File: src/rtl/s_axi_write.sv
// AXI4-Lite write slave for the sequencer register file: accepts AW/W in any order,
// writes bank0 via a one-cycle strobe or bank1 via req/ready, then returns a B response.
module s_axi_write #(
    parameter int ADDR_WIDTH        = 16,
    parameter int DATA_WIDTH        = 32,
    parameter int BANK1_INDEX_WIDTH = 2,
    parameter int BANK1_FIELD_WIDTH = 4,
    parameter int BANK0_SEL_WIDTH   = 8,
    parameter int BANK1_TIMEOUT     = 16,
    parameter int TIMEOUT_CNT_WIDTH = 5
) (
    input  logic                         clk,
    input  logic                         reset,
    input  logic [ADDR_WIDTH-1:0]        S_AXI_AWADDR,
    input  logic                         S_AXI_AWVALID,
    output logic                         S_AXI_AWREADY,
    input  logic [DATA_WIDTH-1:0]        S_AXI_WDATA,
    input  logic [DATA_WIDTH/8-1:0]      S_AXI_WSTRB,
    input  logic                         S_AXI_WVALID,
    output logic                         S_AXI_WREADY,
    output logic [1:0]                   S_AXI_BRESP,
    output logic                         S_AXI_BVALID,
    input  logic                         S_AXI_BREADY,
    output logic                         ext_bank0_in_we,
    output logic [BANK0_SEL_WIDTH-1:0]   ext_bank0_in_sel,
    output logic [DATA_WIDTH-1:0]        ext_bank0_in_data,
    output logic                         ext_bank1_in_req,
    output logic [BANK1_INDEX_WIDTH-1:0] ext_bank1_in_index,
    output logic [BANK1_FIELD_WIDTH-1:0] ext_bank1_in_field,
    output logic [DATA_WIDTH-1:0]        ext_bank1_in_data,
    input  logic                         ext_bank1_in_ready
);

    typedef enum logic [1:0] {ST_IDLE, ST_EXEC, ST_RESP} state_t;

    localparam logic [1:0] RESP_OKAY   = 2'b00;
    localparam logic [1:0] RESP_SLVERR = 2'b10;

    state_t                       r_state;
    logic                         r_aw_held;
    logic                         r_w_held;
    logic [ADDR_WIDTH-1:0]        r_addr;
    logic [DATA_WIDTH-1:0]        r_data;
    logic [DATA_WIDTH/8-1:0]      r_strb;
    logic [1:0]                   r_resp;
    logic [TIMEOUT_CNT_WIDTH-1:0] r_tcnt;

    logic                         w_aw_hs;
    logic                         w_w_hs;
    logic                         w_exec;
    logic                         w_full_strb;
    logic [1:0]                   w_bank;
    logic [BANK0_SEL_WIDTH-1:0]   w_sel;
    logic [BANK1_FIELD_WIDTH-1:0] w_field;
    logic [BANK1_INDEX_WIDTH-1:0] w_index;
    logic                         w_b0_ok;
    logic                         w_b1_ok;
    logic                         w_we;
    logic                         w_req;
    logic                         w_unused;

    assign S_AXI_AWREADY = (r_state == ST_IDLE) && !r_aw_held;
    assign S_AXI_WREADY  = (r_state == ST_IDLE) && !r_w_held;
    assign w_aw_hs       = S_AXI_AWVALID && S_AXI_AWREADY;
    assign w_w_hs        = S_AXI_WVALID && S_AXI_WREADY;

    assign w_full_strb = (r_strb == '1);
    assign w_bank      = r_addr[ADDR_WIDTH-1 -: 2];
    assign w_sel       = r_addr[6 +: BANK0_SEL_WIDTH];
    assign w_field     = r_addr[2 +: BANK1_FIELD_WIDTH];
    assign w_index     = r_addr[6 +: BANK1_INDEX_WIDTH];
    assign w_unused    = ^r_addr[1:0];

    assign w_b0_ok = w_full_strb && (w_bank == 2'b00) &&
                     ((w_sel == BANK0_SEL_WIDTH'(0)) || (w_sel == BANK0_SEL_WIDTH'(4)) ||
                      (w_sel == BANK0_SEL_WIDTH'(5)));
    assign w_b1_ok = w_full_strb && (w_bank == 2'b01) && (w_field < BANK1_FIELD_WIDTH'(4));

    // Strobe/req are decoded from latched state so they appear the cycle after both halves land.
    assign w_exec = (r_state == ST_EXEC);
    assign w_we   = w_exec && w_b0_ok;
    assign w_req  = w_exec && w_b1_ok;

    assign ext_bank0_in_we    = w_we;
    assign ext_bank0_in_sel   = w_we ? w_sel : '0;
    assign ext_bank0_in_data  = w_we ? r_data : '0;
    assign ext_bank1_in_req   = w_req;
    assign ext_bank1_in_index = w_req ? w_index : '0;
    assign ext_bank1_in_field = w_req ? w_field : '0;
    assign ext_bank1_in_data  = w_req ? r_data : '0;

    assign S_AXI_BVALID = (r_state == ST_RESP);
    assign S_AXI_BRESP  = S_AXI_BVALID ? r_resp : RESP_OKAY;

    always_ff @(posedge clk) begin
        if (reset) begin
            r_state   <= ST_IDLE;
            r_aw_held <= 1'b0;
            r_w_held  <= 1'b0;
            r_addr    <= '0;
            r_data    <= '0;
            r_strb    <= '0;
            r_resp    <= RESP_OKAY;
            r_tcnt    <= '0;
        end else begin
            case (r_state)
                ST_IDLE: begin
                    if (w_aw_hs) begin
                        r_addr    <= S_AXI_AWADDR;
                        r_aw_held <= 1'b1;
                    end
                    if (w_w_hs) begin
                        r_data   <= S_AXI_WDATA;
                        r_strb   <= S_AXI_WSTRB;
                        r_w_held <= 1'b1;
                    end
                    if ((r_aw_held || w_aw_hs) && (r_w_held || w_w_hs))
                        r_state <= ST_EXEC;
                end
                ST_EXEC: begin
                    if (w_b0_ok) begin
                        r_resp  <= RESP_OKAY;
                        r_state <= ST_RESP;
                    end else if (w_b1_ok) begin
                        if (ext_bank1_in_ready) begin
                            r_resp  <= RESP_OKAY;
                            r_tcnt  <= '0;
                            r_state <= ST_RESP;
                        end else if (r_tcnt == TIMEOUT_CNT_WIDTH'(BANK1_TIMEOUT - 1)) begin
                            r_resp  <= RESP_SLVERR;
                            r_tcnt  <= '0;
                            r_state <= ST_RESP;
                        end else begin
                            r_tcnt <= r_tcnt + 1'b1;
                        end
                    end else begin
                        r_resp  <= RESP_SLVERR;
                        r_state <= ST_RESP;
                    end
                end
                ST_RESP: begin
                    if (S_AXI_BREADY) begin
                        r_aw_held <= 1'b0;
                        r_w_held  <= 1'b0;
                        r_state   <= ST_IDLE;
                    end
                end
                default: r_state <= ST_IDLE;
            endcase
        end
    end

endmodule

File: config.mk
export PLATFORM = sky130hd
export DESIGN_NAME = s_axi_write
export DESIGN_NICKNAME = d
export VERILOG_FILES = /design/src/rtl/s_axi_write.sv
export SDC_FILE = /design/constraint.sdc
export NUM_CORES = 1
export LEC_CHECK = 0
export CAP_MARGIN = 20
export CORE_MARGIN = 2
export CORE_UTILIZATION = 35
export DETAILED_ROUTE_END_ITERATION = 10
export PLACE_DENSITY = 0.72
export SLEW_MARGIN = 30
export SYNTH_ARGS = -nofsm -noshare
export SYNTH_HDL_FRONTEND = slang
export SYNTH_SLANG_ARGS = --single-unit
File: constraint.sdc
create_clock -name clk -period 1.91 [get_ports clk]
set_input_delay 0.4775 -clock clk [delete_from_list [all_inputs] [get_ports clk]]
set_output_delay 0.4775 -clock clk [all_outputs]
set_load 0.02 [all_outputs]
# After elaboration in Yosys (flattened, before gate mapping)
# Cells that the tools add are included.
# W data, S select, Z words.
# op_classes
bitwise	1
div_mod_pow	0
add_sub_neg	1
n_eq_ne	13
magnitude_cmp	1
multipliers	0
n_mux	23
n_reduce_logical	28
n_shift	0
# ops
op	n
$mux W32	2
$mux W2	11
$eq A8 B3 Y1 const B	2
$reduce_and A3 Y1	4
$logic_and A1 B1 Y1	11
$mux W5	2
$logic_not A8 Y1	1
$mux W8	1
$pmux W2 S3	1
$reduce_and A2 Y1	3
$add A5 B1 Y5 const B	1
$eq A5 B4 Y1 const B	1
$ne A5 B4 Y1 const B	1
$eq A2 B1 Y1 const B	2
$eq A4 B4 Y1 const B	1
$logic_not A2 Y1	2
$logic_or A1 B1 Y1	4
$lt A4 B3 Y1 const B	1
$mux W4	1
$ne A2 B1 Y1 const B	2
$ne A2 B2 Y1 const B	2
$ne A4 B3 Y1 const B	1
$pmux W1 S2	2
$mux W1	3
other kinds (4)	5
# totals
input_bits	58
register_bits	63
ram_bits	0
latch_bits	0
elab_cells	75
mem_bits_ro	0
n_memories	0
output_inout_bits	85

# Logic depth before layout (Yosys ltp)
# Gate-level depths: netlist (run 1).
# logic_depth
word_depth	7
depth_mapped	6
ltp_nobuf	5

# Worst setup path after synthesis (run 1)
# No wires, ideal clock.
# synth_path
path_kind	flip-flop to output port
start	register r_addr[15]
end	output ext_bank1_in_data[1]
required_ns	1.432
n_path_buf	1
arrival_ns	1.503
path_slack_ns	-0.071
path_stages_with_launch	6
path_cell_list	dfxtp_1 and4b_1 nand4_4 inv_1 clkbuf_1 and2_1
# synth_between
elab_chain_cells	5
# synth_lines
item	line_no	source
from (decl)	42	logic [ADDR_WIDTH-1:0] r_addr;
from (signal assigned)	100	r_addr <= '0;
from (signal assigned)	109	r_addr <= S_AXI_AWADDR;
$eq A2 B1 Y1	77	assign w_b1_ok = w_full_strb && (w_bank == 2'b01) && (w_field < BANK1_FIELD_WIDTH'(4));
$logic_and A1 B1 Y1 (2 in series)	77	
$logic_and A1 B1 Y1	82	assign w_req = w_exec && w_b1_ok;
via ext_bank1_in_req	27	output logic ext_bank1_in_req,
$mux W32	90	assign ext_bank1_in_data = w_req ? r_data : '0;
to (decl)	30	output logic [DATA_WIDTH-1:0] ext_bank1_in_data,
# The timed path passes the listed nets, and every way through them passes these cells.

# Worst setup path after layout (run 1)
# layout_path
start	register r_addr[15]
end	output ext_bank0_in_data[28]
# layout_between
elab_chain_cells	5
# layout_lines
item	line_no	source
$logic_not A2 Y1	74	assign w_b0_ok = w_full_strb && (w_bank == 2'b00) &&
$logic_and A1 B1 Y1 (2 in series)	74	
$logic_and A1 B1 Y1	81	assign w_we = w_exec && w_b0_ok;
$mux W32	86	assign ext_bank0_in_data = w_we ? r_data : '0;
to (decl)	26	output logic [DATA_WIDTH-1:0] ext_bank0_in_data,
# Every way passes these cells.

==> impl_metrics.yaml, run 1 <==
place:
  place_area_sq_um: 4400
  io_buffer_count: 131
  gp_congestion: 0.753
  place_ws_ns: -0.562
  dp.cells: 614
  hpwlAfterDp_mm: 6.02
detailed_routing:
  drt_iter0_drc: 72
  routed_wl_mm: 9.19
  wire_per_inst_um: 14.1
  via_per_inst: 4.71
  routed-via-count: 3079
  drc: 0
  detail-route-antenna-nets: 0
  firstDrtPassIters: 4
die:
  die-area_sq_um: 8830
  ioPinCount: 143
  fp.dieH_um: 93.9
  core.rowCount: 32
  core_area_sq_um: 7770
  fp.dieW_um: 93.9
  initial_core_util: 0.365
timing:
  whs_ns: 0.461
  setup_ws_ns: -0.398
  finalSetupTns_ns: -24.07
  finClkSkew_ns: 0.00918
  hold_viol: 0
  final.period_utilization: 1.21
  period_minus_slack_ns: 2.31
  slew_violations: 0
  finalSetupViolCount: 73
  fmax_mhz: 433
  rsz0062_at_grt: "true"
grt:
  grtUsageMet3: 0.0465
  grt_pass1_vias: 3058
  grt_max_degree: 40
  antenna_found_initial: 0
  grt_usage: 0.210
  grt_pass1_wl_mm: 14.5
  grt.met2_usage: 0.371
  grt.overflow.total: 0
  use_met1: 0.245
  grt.busiest_layer: "met2"
logic_synthesis:
  synth.distinct_cells: 34
  syn_inst: 376
  ys_ff_latch: 60
  yosysWarnings: 0
  netlist_area_sq_um: 2830
  avgSynthCellArea_sq_um: 7.53
  yosysSeqAreaShare: 0.424
pwr:
  powerDensity_nw_per_um2: 643
  ir_worst_vdd_uv: 473
  leakagePower_nw: 2.21
  p_total_mw: 3.30
worst_setup_path:
  endpoint_kind: "primary output"
  worstReg2RegStart: "r_addr[14]"
  critPathKind: "reg2out"
  cpLargestDelayFamily: "simple AND/OR/NAND/NOR gates"
  crit_top_cell: "buf_12"
  cpPeakStageDelay_ns: 0.32
  r2r-end: "r_resp[1]"
  cp.required_ns: 1.43
  crit_chain: "and4b_2 -> nand3_2 -> nor2_4 -> buf_12 -> buf_12 -> and2_1 -> buf_6"
  crit_fanout: 16
  crit_slowest_cell: "dfxtp_2"
  cp-startpoint: "r_addr[15]"
  arrival_ns: 1.83
  cp_num_buf_inv: 3
  ff2ff_setup_slack_ns: -0.26
  reg2reg_depth: 14
  startpoint_type: "flop"
cells_and_area:
  design_area_sq_um: 5130
  syn_to_final_growth_pct: 81.0
  fillCellCount: 641
  fin_nets: 606
  antennaDiodeCount: 0
  utilization: 0.660
  stdcell_count: 654
  drive_gt1_frac: 0.386
clocking:
  cts_num_sinks: 60
  cts_buffer_depth: 2
  clk_pin_slew_worst_paths_ns: 0.06
  cts_tree: "done"
  cts_root_buf: "clkbuf_8"
  cts.htree.levels: 3
  numCtsBuffers: 9
  clock_latency_ns: 0.34
worst_hold_path:
  min_path_cells: 2
  min_from: "r_addr[15]"
  min_to: "r_addr[15]"
  hold_class: "reg2reg"
status:
  status: "finished, violations left"
  violations: "negative setup slack"
job:
  drv_cap: 0
==> how the worst max path moves through the flow <==
stage	slack [ns]	endpoint	cells after the start
detailed placement	-0.56	ext_bank0_in_data[18]	6
global placement	-0.44	ext_bank0_in_data[26]	6
global route	-0.45	ext_bank0_in_data[15]	7
floorplan	0.01	ext_bank0_in_data[22]	5
CTS	-0.39	ext_bank0_in_data[25]	7
finish	-0.40	ext_bank0_in_data[28]	7
==> worst min-delay path, delay by kind of cell, from the launching register on <==
kind            cells  cell delay [ns]
flops               1             0.32
compound gates      1             0.05
simple gates        1             0.05
==> registers in the layout, indices dropped and copies added, names as in the netlist <==
| register | count |
|---|---|
| r_addr | 14 |
| r_aw_held | 1 |
| r_data | 32 |
| r_resp | 1 |
| r_state | 2 |
| r_strb | 4 |
| r_tcnt | 5 |
| r_w_held | 1 |
==> Yosys cell counts <==
| cell type | number | area share |
|---|---|---|
| nor2_1 | 8 | 0.011 |
| or3_1 | 1 | 0.0022 |
| clkbuf_1 | 16 | 0.021 |
| nor3_1 | 6 | 0.011 |
| a31oi_1 | 1 | 0.0022 |
| and4b_1 | 2 | 0.0071 |
| nand2b_1 | 1 | 0.0022 |
| nand4_4 | 1 | 0.0075 |
| nand4b_1 | 1 | 0.0031 |
| nor3b_4 | 1 | 0.0066 |
| and2_1 | 73 | 0.16 |
| buf_2 | 3 | 0.0053 |
| nor4b_1 | 1 | 0.0031 |
| buf_4 | 13 | 0.034 |
| nor2_2 | 1 | 0.0022 |
| nor2b_1 | 1 | 0.0022 |
| dfxtp_1 | 60 | 0.42 |
| clkbuf_2 | 1 | 0.0018 |
| o21ai_0 | 2 | 0.0035 |
| or2b_1 | 1 | 0.0027 |
| conb_1 | 1 | 0.0013 |
| a32oi_1 | 1 | 0.0031 |
| nand3_1 | 4 | 0.0071 |
| nor3b_1 | 3 | 0.0080 |
| inv_1 | 1 | 0.0013 |
| nand2_1 | 105 | 0.14 |
| nor4_1 | 1 | 0.0022 |
| and2b_2 | 1 | 0.0031 |
| buf_1 | 1 | 0.0013 |
| a21oi_1 | 59 | 0.10 |
| or4_1 | 1 | 0.0027 |
| ha_1 | 1 | 0.0044 |
| nand3b_1 | 2 | 0.0053 |
| a22oi_1 | 1 | 0.0027 |
==> area by class of cell <==
cell class,count,area [sq um],share of cell area
Tap cell,102,128,0.0249
Inverter,1,8.76,0.00171
Clock inverter,4,47.5,0.00928
Clock buffer,12,155,0.0303
Sequential cell,60,1210,0.236
Timing Repair Buffer,186,1940,0.378
Multi-Input combinational cell,289,1640,0.320
==> where the power goes <==
group	switching (mW)	internal, mW	leakage (nW)
Sequential	0.0767	1.36	0.494
Clock	0.483	0.669	0.102
Combinational	0.340	0.366	1.62
==> cells in the final DEF, fill, tap and decap left out, drive strengths merged, types with 2 or more instances in the layout <==
cell type,Yosys,final
nor3b,4,4
clkinv,0,3
nor3,6,6
o21ai,2,2
conb,1,9
nand2,105,105
buf,17,130
nand3b,2,2
nor2,9,9
and4b,2,2
nand3,4,4
a21oi,59,59
dfxtp,60,60
clkdlybuf4s50,0,54
and2,73,73
clkbuf,17,14
==> metal layers <==
| layer | vias up | part of all wire |
|---|---|---|
| met5 | - | 0 |
| met4 | 0 | 0.018 |
| met3 | 15 | 0.058 |
| met2 | 102 | 0.50 |
| met1 | 1426 | 0.42 |
| li1 | 1536 | - |
==> cells by family (layout without fill, tap and decap cells) <==
| logic type | after synthesis | count (layout) | synth area share |
|---|---|---|---|
| AO/OA/AOI/OAI | 64 | 64 | 0.116 |
| adder cells (fa/ha/maj) | 1 | 1 | 0.00442 |
| buffers and inverters | 35 | 203 | 0.0654 |
| flip-flops | 60 | 60 | 0.424 |
| other | 1 | 9 | 0.00132 |
| AND/OR/NAND/NOR | 215 | 215 | 0.389 |
==> what timing repair did <==
| item | 4_1_cts | 5_1_grt |
|---|---|---|
| cloned | 3 | 0 |
| resized for setup | 443 | 84 |
| hold buffers | 0 | 0 |
| endpoints found under the setup margin | 76 | 77 |
| setup buffers | 21 | 2 |
| endpoints found under the hold margin | 0 | 0 |
| pin swaps | 6 | 4 |
(Power assumes the default switching activity.)
==> run 2: changes to the inputs <==
Settings changed: PLACE_DENSITY 0.72 to 0.74.
Clock period 1.91 ns to 2 ns, I/O delays scaled along.
==> impl_metrics.yaml, run 2 (synthesis results as in run 1) <==
status:
  status: "finished, violations left"
  violations: "negative setup slack"
clocking:
  numCtsBuffers: 9
  cts.htree.levels: 3
  cts_hold_repair.buffers: 0
  cts_root_buf: "clkbuf_8"
  cts_num_sinks: 60
  cts_tree: "done"
  clock_latency_ns: 0.34
  clk_pin_slew_worst_paths_ns: 0.07
  cts_buffer_depth: 2
detailed_routing:
  routed_wl_mm: 9.69
  detail-route-antenna-nets: 0
  routed-via-count: 3122
  drt_iter0_drc: 75
  firstDrtPassIters: 4
  wire_per_inst_um: 15.0
  via_per_inst: 4.82
  drc: 0
timing:
  finalSetupTns_ns: -21.91
  setup_ws_ns: -0.365
  finClkSkew_ns: 0.00479
  rsz0062_at_grt: "true"
  period_minus_slack_ns: 2.36
  hold_viol: 0
  final.period_utilization: 1.18
  slew_violations: 0
  finalSetupViolCount: 72
  fmax_mhz: 423
worst_setup_path:
  crit_cells: 8
  crit_top_cell: "buf_6"
  endpoint_kind: "primary output"
  critPathKind: "reg2out"
  startpoint_type: "flop"
  cpLargestDelayFamily: "buffers and inverters"
  cp.required_ns: 1.50
  crit_fanout: 7
  crit_chain: "and4b_2 -> buf_6 -> nand4_4 -> inv_8 -> buf_8 -> buf_6 -> and2_4 -> buf_6"
  arrival_ns: 1.86
  cpPeakStageDelay_ns: 0.33
  reg2reg_depth: 8
  crit_slowest_cell: "dfxtp_2"
  cp_num_buf_inv: 5
pwr:
  ir_worst_vdd_uv: 551
  powerDensity_nw_per_um2: 584
  leakagePower_nw: 2.21
cells_and_area:
  top_regs: "r_data: 32 flops, r_addr: 14 flops, r_tcnt: 5 flops"
  layout_commonest_cell: "nand2_1"
  largest_register_ffs: 32
  most-common-layout-cells: "105 x nand2_1, 79 x buf_6, 62 x and2_4, 58 x a21oi_1, 56 x dfxtp_1"
  fin_nets: 600
  top_register: "r_data"
  syn_to_final_growth_pct: 81.5
  antennaDiodeCount: 0
  utilization: 0.662
  drive_gt1_frac: 0.397
grt:
  grt_pass1_vias: 2871
  grt_usage: 0.197
  grt_pass1_wl_mm: 13.5
  grt.overflow.total: 0
  grt_max_degree: 36
  antenna_found_initial: 0
place:
  gp_congestion: 0.792
  hpwlAfterDp_mm: 5.91
  place_ws_ns: -0.507
  io_buffer_count: 131
die:
  die-area_sq_um: 8830
  core.rowCount: 32
  initial_core_util: 0.365
  fp.dieH_um: 93.9
  core_area_sq_um: 7770
  ioPinCount: 143
  fp.dieW_um: 93.9
worst_hold_path:
  hold_class: "reg2reg"
  min_path_cells: 2
job:
  drv_cap: 0
==> run 2: changes by cell type in the layout (fill, tap and decap cells not counted), sizes merged <==
cell,previous run,this run
buf,130,118
dlygate4sd1,0,1
dlygate4sd2,0,1
inv,0,1
clkbuf,14,17
==> run 2: worst paths after layout <==
kind                                to  startpoint  slack (ns)
hold reg to reg              r_strb[2]   r_strb[2]        0.46
setup / recovery  ext_bank1_in_data[1]  r_addr[15]       -0.36
hold / removal               r_strb[2]   r_strb[2]        0.46
setup reg to reg             r_tcnt[3]  r_addr[15]        0.01
==> run 2: metal layers <==
layer  wire [um]  vias up  GRT usage
met4         121        0     0.0773
met1        3900     1471      0.229
met5           0        -          0
met3         586       11     0.0474
li1            -     1529          -
met2        5090      111      0.346
==> run 2: repair_timing <==
action	CTS	global route
cloned	1	5
gates resized for setup	446	96
pin swaps	4	18
setup buffers	9	7
setup endpoints to repair	76	75
==> run 2: area by class of cell <==
type,count,area (sq um)
clock buffer,11,131
clock inverter,5,52.6
fill,627,2630
inverter,1,11.3
multi-input combinational,289,1680
sequential,60,1210
tap,102,128
timing repair buffer,180,1930
==> run 2: through the flow <==
stage	instances	area [sq um]	hold slack [ns]	power [mW]
floorplan	384	2860	0.432	1.70
finish	648	5140	0.462	3.00
global route	648	5140	0.481	3.17
CTS	638	4720	0.455	3.01
detailed placement	612	4340	0.447	1.95
global placement	612	4340	0.440	1.94
==> run 2: power by group <==
group	internal [mW]	switching, mW
sequential	1.30	0.0767
clock	0.569	0.476
combinational	0.279	0.303
==> run 2: tightest hold or removal path, delay by kind of cell, from the launching register on <==
family | cells | cell delay [ns]
DFF | 1 | 0.31
and+or+nand+nor | 1 | 0.05
AOI/OAI and AO/OA | 1 | 0.05
==> run 3: changes to the inputs <==
Settings changed: PLACE_DENSITY 0.74 to 0.72.
Clock period 2 ns to 2.85 ns, I/O delays scaled along.
==> impl_metrics.yaml, run 3 (synthesis results as in run 1) <==
status:
  status: "finished, final reports clean"
worst_hold_path:
  hold_class: "reg2reg"
  min_to: "r_strb[3]"
  min_from: "r_strb[3]"
  min_path_cells: 2
timing:
  finalSetupTns_ns: 0
  hold_viol: 0
  fmax_mhz: 366
  finalSetupViolCount: 0
  slew_headroom: 0.605
  finClkSkew_ns: 0.00694
  rsz0062_at_grt: "false"
  slew_violations: 0
  period_minus_slack_ns: 2.73
  tightestPinTransition_ns: 0.593
  final.period_utilization: 0.958
worst_setup_path:
  critPathKind: "reg2out"
  startpoint_type: "flop"
  ff2ff_setup_slack_ns: 1.23
  crit_fanout: 7
  r2r-end: "r_addr[14]"
  cp.required_ns: 2.14
  crit_slowest_cell: "clkdlybuf4s50_1"
  crit_chain: "nor3b_4 -> nand4_4 -> inv_2 -> and2_1 -> clkdlybuf4s50_1"
  cp_num_buf_inv: 2
  endpoint_kind: "primary output"
  cpLargestDelayFamily: "buffers and inverters"
  cpPeakStageDelay_ns: 0.59
  reg2reg_depth: 5
  arrival_ns: 2.02
  worstReg2RegStart: "r_state[0]"
place:
  gp_congestion: 0.755
  hpwlAfterDp_mm: 5.83
  io_buffer_count: 131
  place_area_sq_um: 4210
job:
  drv_cap: 0
clocking:
  numCtsBuffers: 9
  cts.htree.levels: 3
  clk_pin_slew_worst_paths_ns: 0.07
  cts_tree: "done"
  cts_buffer_depth: 2
  post_cts_buffers: 0
  cts_num_sinks: 60
  cts_hold_repair.buffers: 0
  clock_latency_ns: 0.33
  cts_root_buf: "clkbuf_8"
cells_and_area:
  syn_to_final_growth_pct: 54.4
  largest_register_ffs: 32
  most-common-layout-cells: "105 x nand2_1, 73 x and2_1, 71 x dlygate4sd2_1"
  multiInputGateArea_sq_um: 1490
  drive_gt1_frac: 0.0690
  utilization: 0.563
  top_register: "r_data"
  regArea_sq_um: 1200
  top_regs: "r_data: 32 flops, r_addr: 14 flops, r_tcnt: 5 flops"
  fin_nets: 561
  layout_commonest_cell: "nand2_1"
  design_area_sq_um: 4370
  antennaDiodeCount: 0
  fillCellCount: 772
detailed_routing:
  detail-route-antenna-nets: 0
  routed_wl_mm: 7.90
  drt_iter0_drc: 65
  via_per_inst: 4.68
  firstDrtPassIters: 4
  drc: 0
  routed-via-count: 2850
  wire_per_inst_um: 13.0
die:
  die-area_sq_um: 8830
  fp.dieW_um: 93.9
  core.rowCount: 32
  fp.dieH_um: 93.9
  core_area_sq_um: 7770
  ioPinCount: 143
  initial_core_util: 0.365
pwr:
  ir_worst_vdd_uv: 354
  internal_power_mw: 1.59
  seqPwrFrac: 0.443
  switchingPower_mw: 0.572
  p_clk_frac: 0.393
  powerDensity_nw_per_um2: 495
  p_comb_frac: 0.164
  leakagePower_nw: 2.02
  swShare: 0.264
grt:
  grt.overflow.total: 0
  grt_pass1_vias: 2778
  grt_pass1_wl_mm: 12.9
  grt_usage: 0.185
  antenna_found_initial: 0
  grt_max_degree: 32
## run 3: power groups by stage
stage / logic (mW) / registers [mW] / clock network [mW]
floorplan: 0.228 / 0.962 / 0
global placement: 0.348 / 0.970 / 0
detailed placement: 0.354 / 0.975 / 0
CTS: 0.360 / 0.959 / 0.873
global route: 0.400 / 0.969 / 0.904
finish: 0.355 / 0.959 / 0.849
## run 3: metal layers
metal | vias up | track usage | part of all wire
met2 | 101 | 0.329 | 0.49
met5 | - | 0 | 0
met4 | 0 | 0.0664 | 0.015
li1 | 1454 | - | -
met1 | 1286 | 0.212 | 0.42
met3 | 9 | 0.0482 | 0.067
## run 3: layout make-up
class,count,area share
Inverter,1,0.000859
Tap cell,102,0.0292
Clock inverter,6,0.0200
Multi-Input combinational cell,289,0.341
Clock buffer,10,0.0315
Sequential cell,60,0.275
Timing Repair Buffer,141,0.302
## run 3: metrics by stage
| stage | hold WS, ns | setup WS [ns] | instances | total power [mW] |
|---|---|---|---|---|
| finish | 0.452 | 0.119 | 609 | 2.16 |
| global route | 0.478 | 0.0238 | 609 | 2.27 |
| CTS | 0.455 | 0.00608 | 609 | 2.19 |
| detailed placement | 0.446 | 0.0860 | 593 | 1.33 |
| global placement | 0.441 | 0.110 | 593 | 1.32 |
| floorplan | 0.432 | 0.634 | 384 | 1.19 |
## run 3: worst max path at each step
stage               startpoint                     to  slack [ns]  cells after the start
detailed placement  r_addr[14]  ext_bank0_in_data[31]        0.09                      6
floorplan           r_addr[15]   ext_bank1_in_data[1]        0.63                      5
global placement    r_addr[14]    ext_bank0_in_sel[2]        0.11                      6
CTS                 r_addr[14]  ext_bank1_in_index[1]       0.006                      5
finish              r_addr[14]  ext_bank1_in_index[1]        0.12                      5
global route        r_addr[14]  ext_bank1_in_index[1]        0.02                      5
## run 3: worst register-to-register path, delay by kind of cell, from the launching register on
| kind | cells | cell delay [ns] |
|---|---|---|
| buffers and inverters | 1 | 0.14 |
| and+or+nand+nor | 3 | 0.96 |
| DFF | 1 | 0.31 |
| AOI/OAI and AO/OA | 1 | 0.15 |
## run 3: what timing repair did
item                       in CTS  in global routing
hold endpoints to repair        0                  0
resized for setup              76                  1
setup endpoints to repair      72                 22
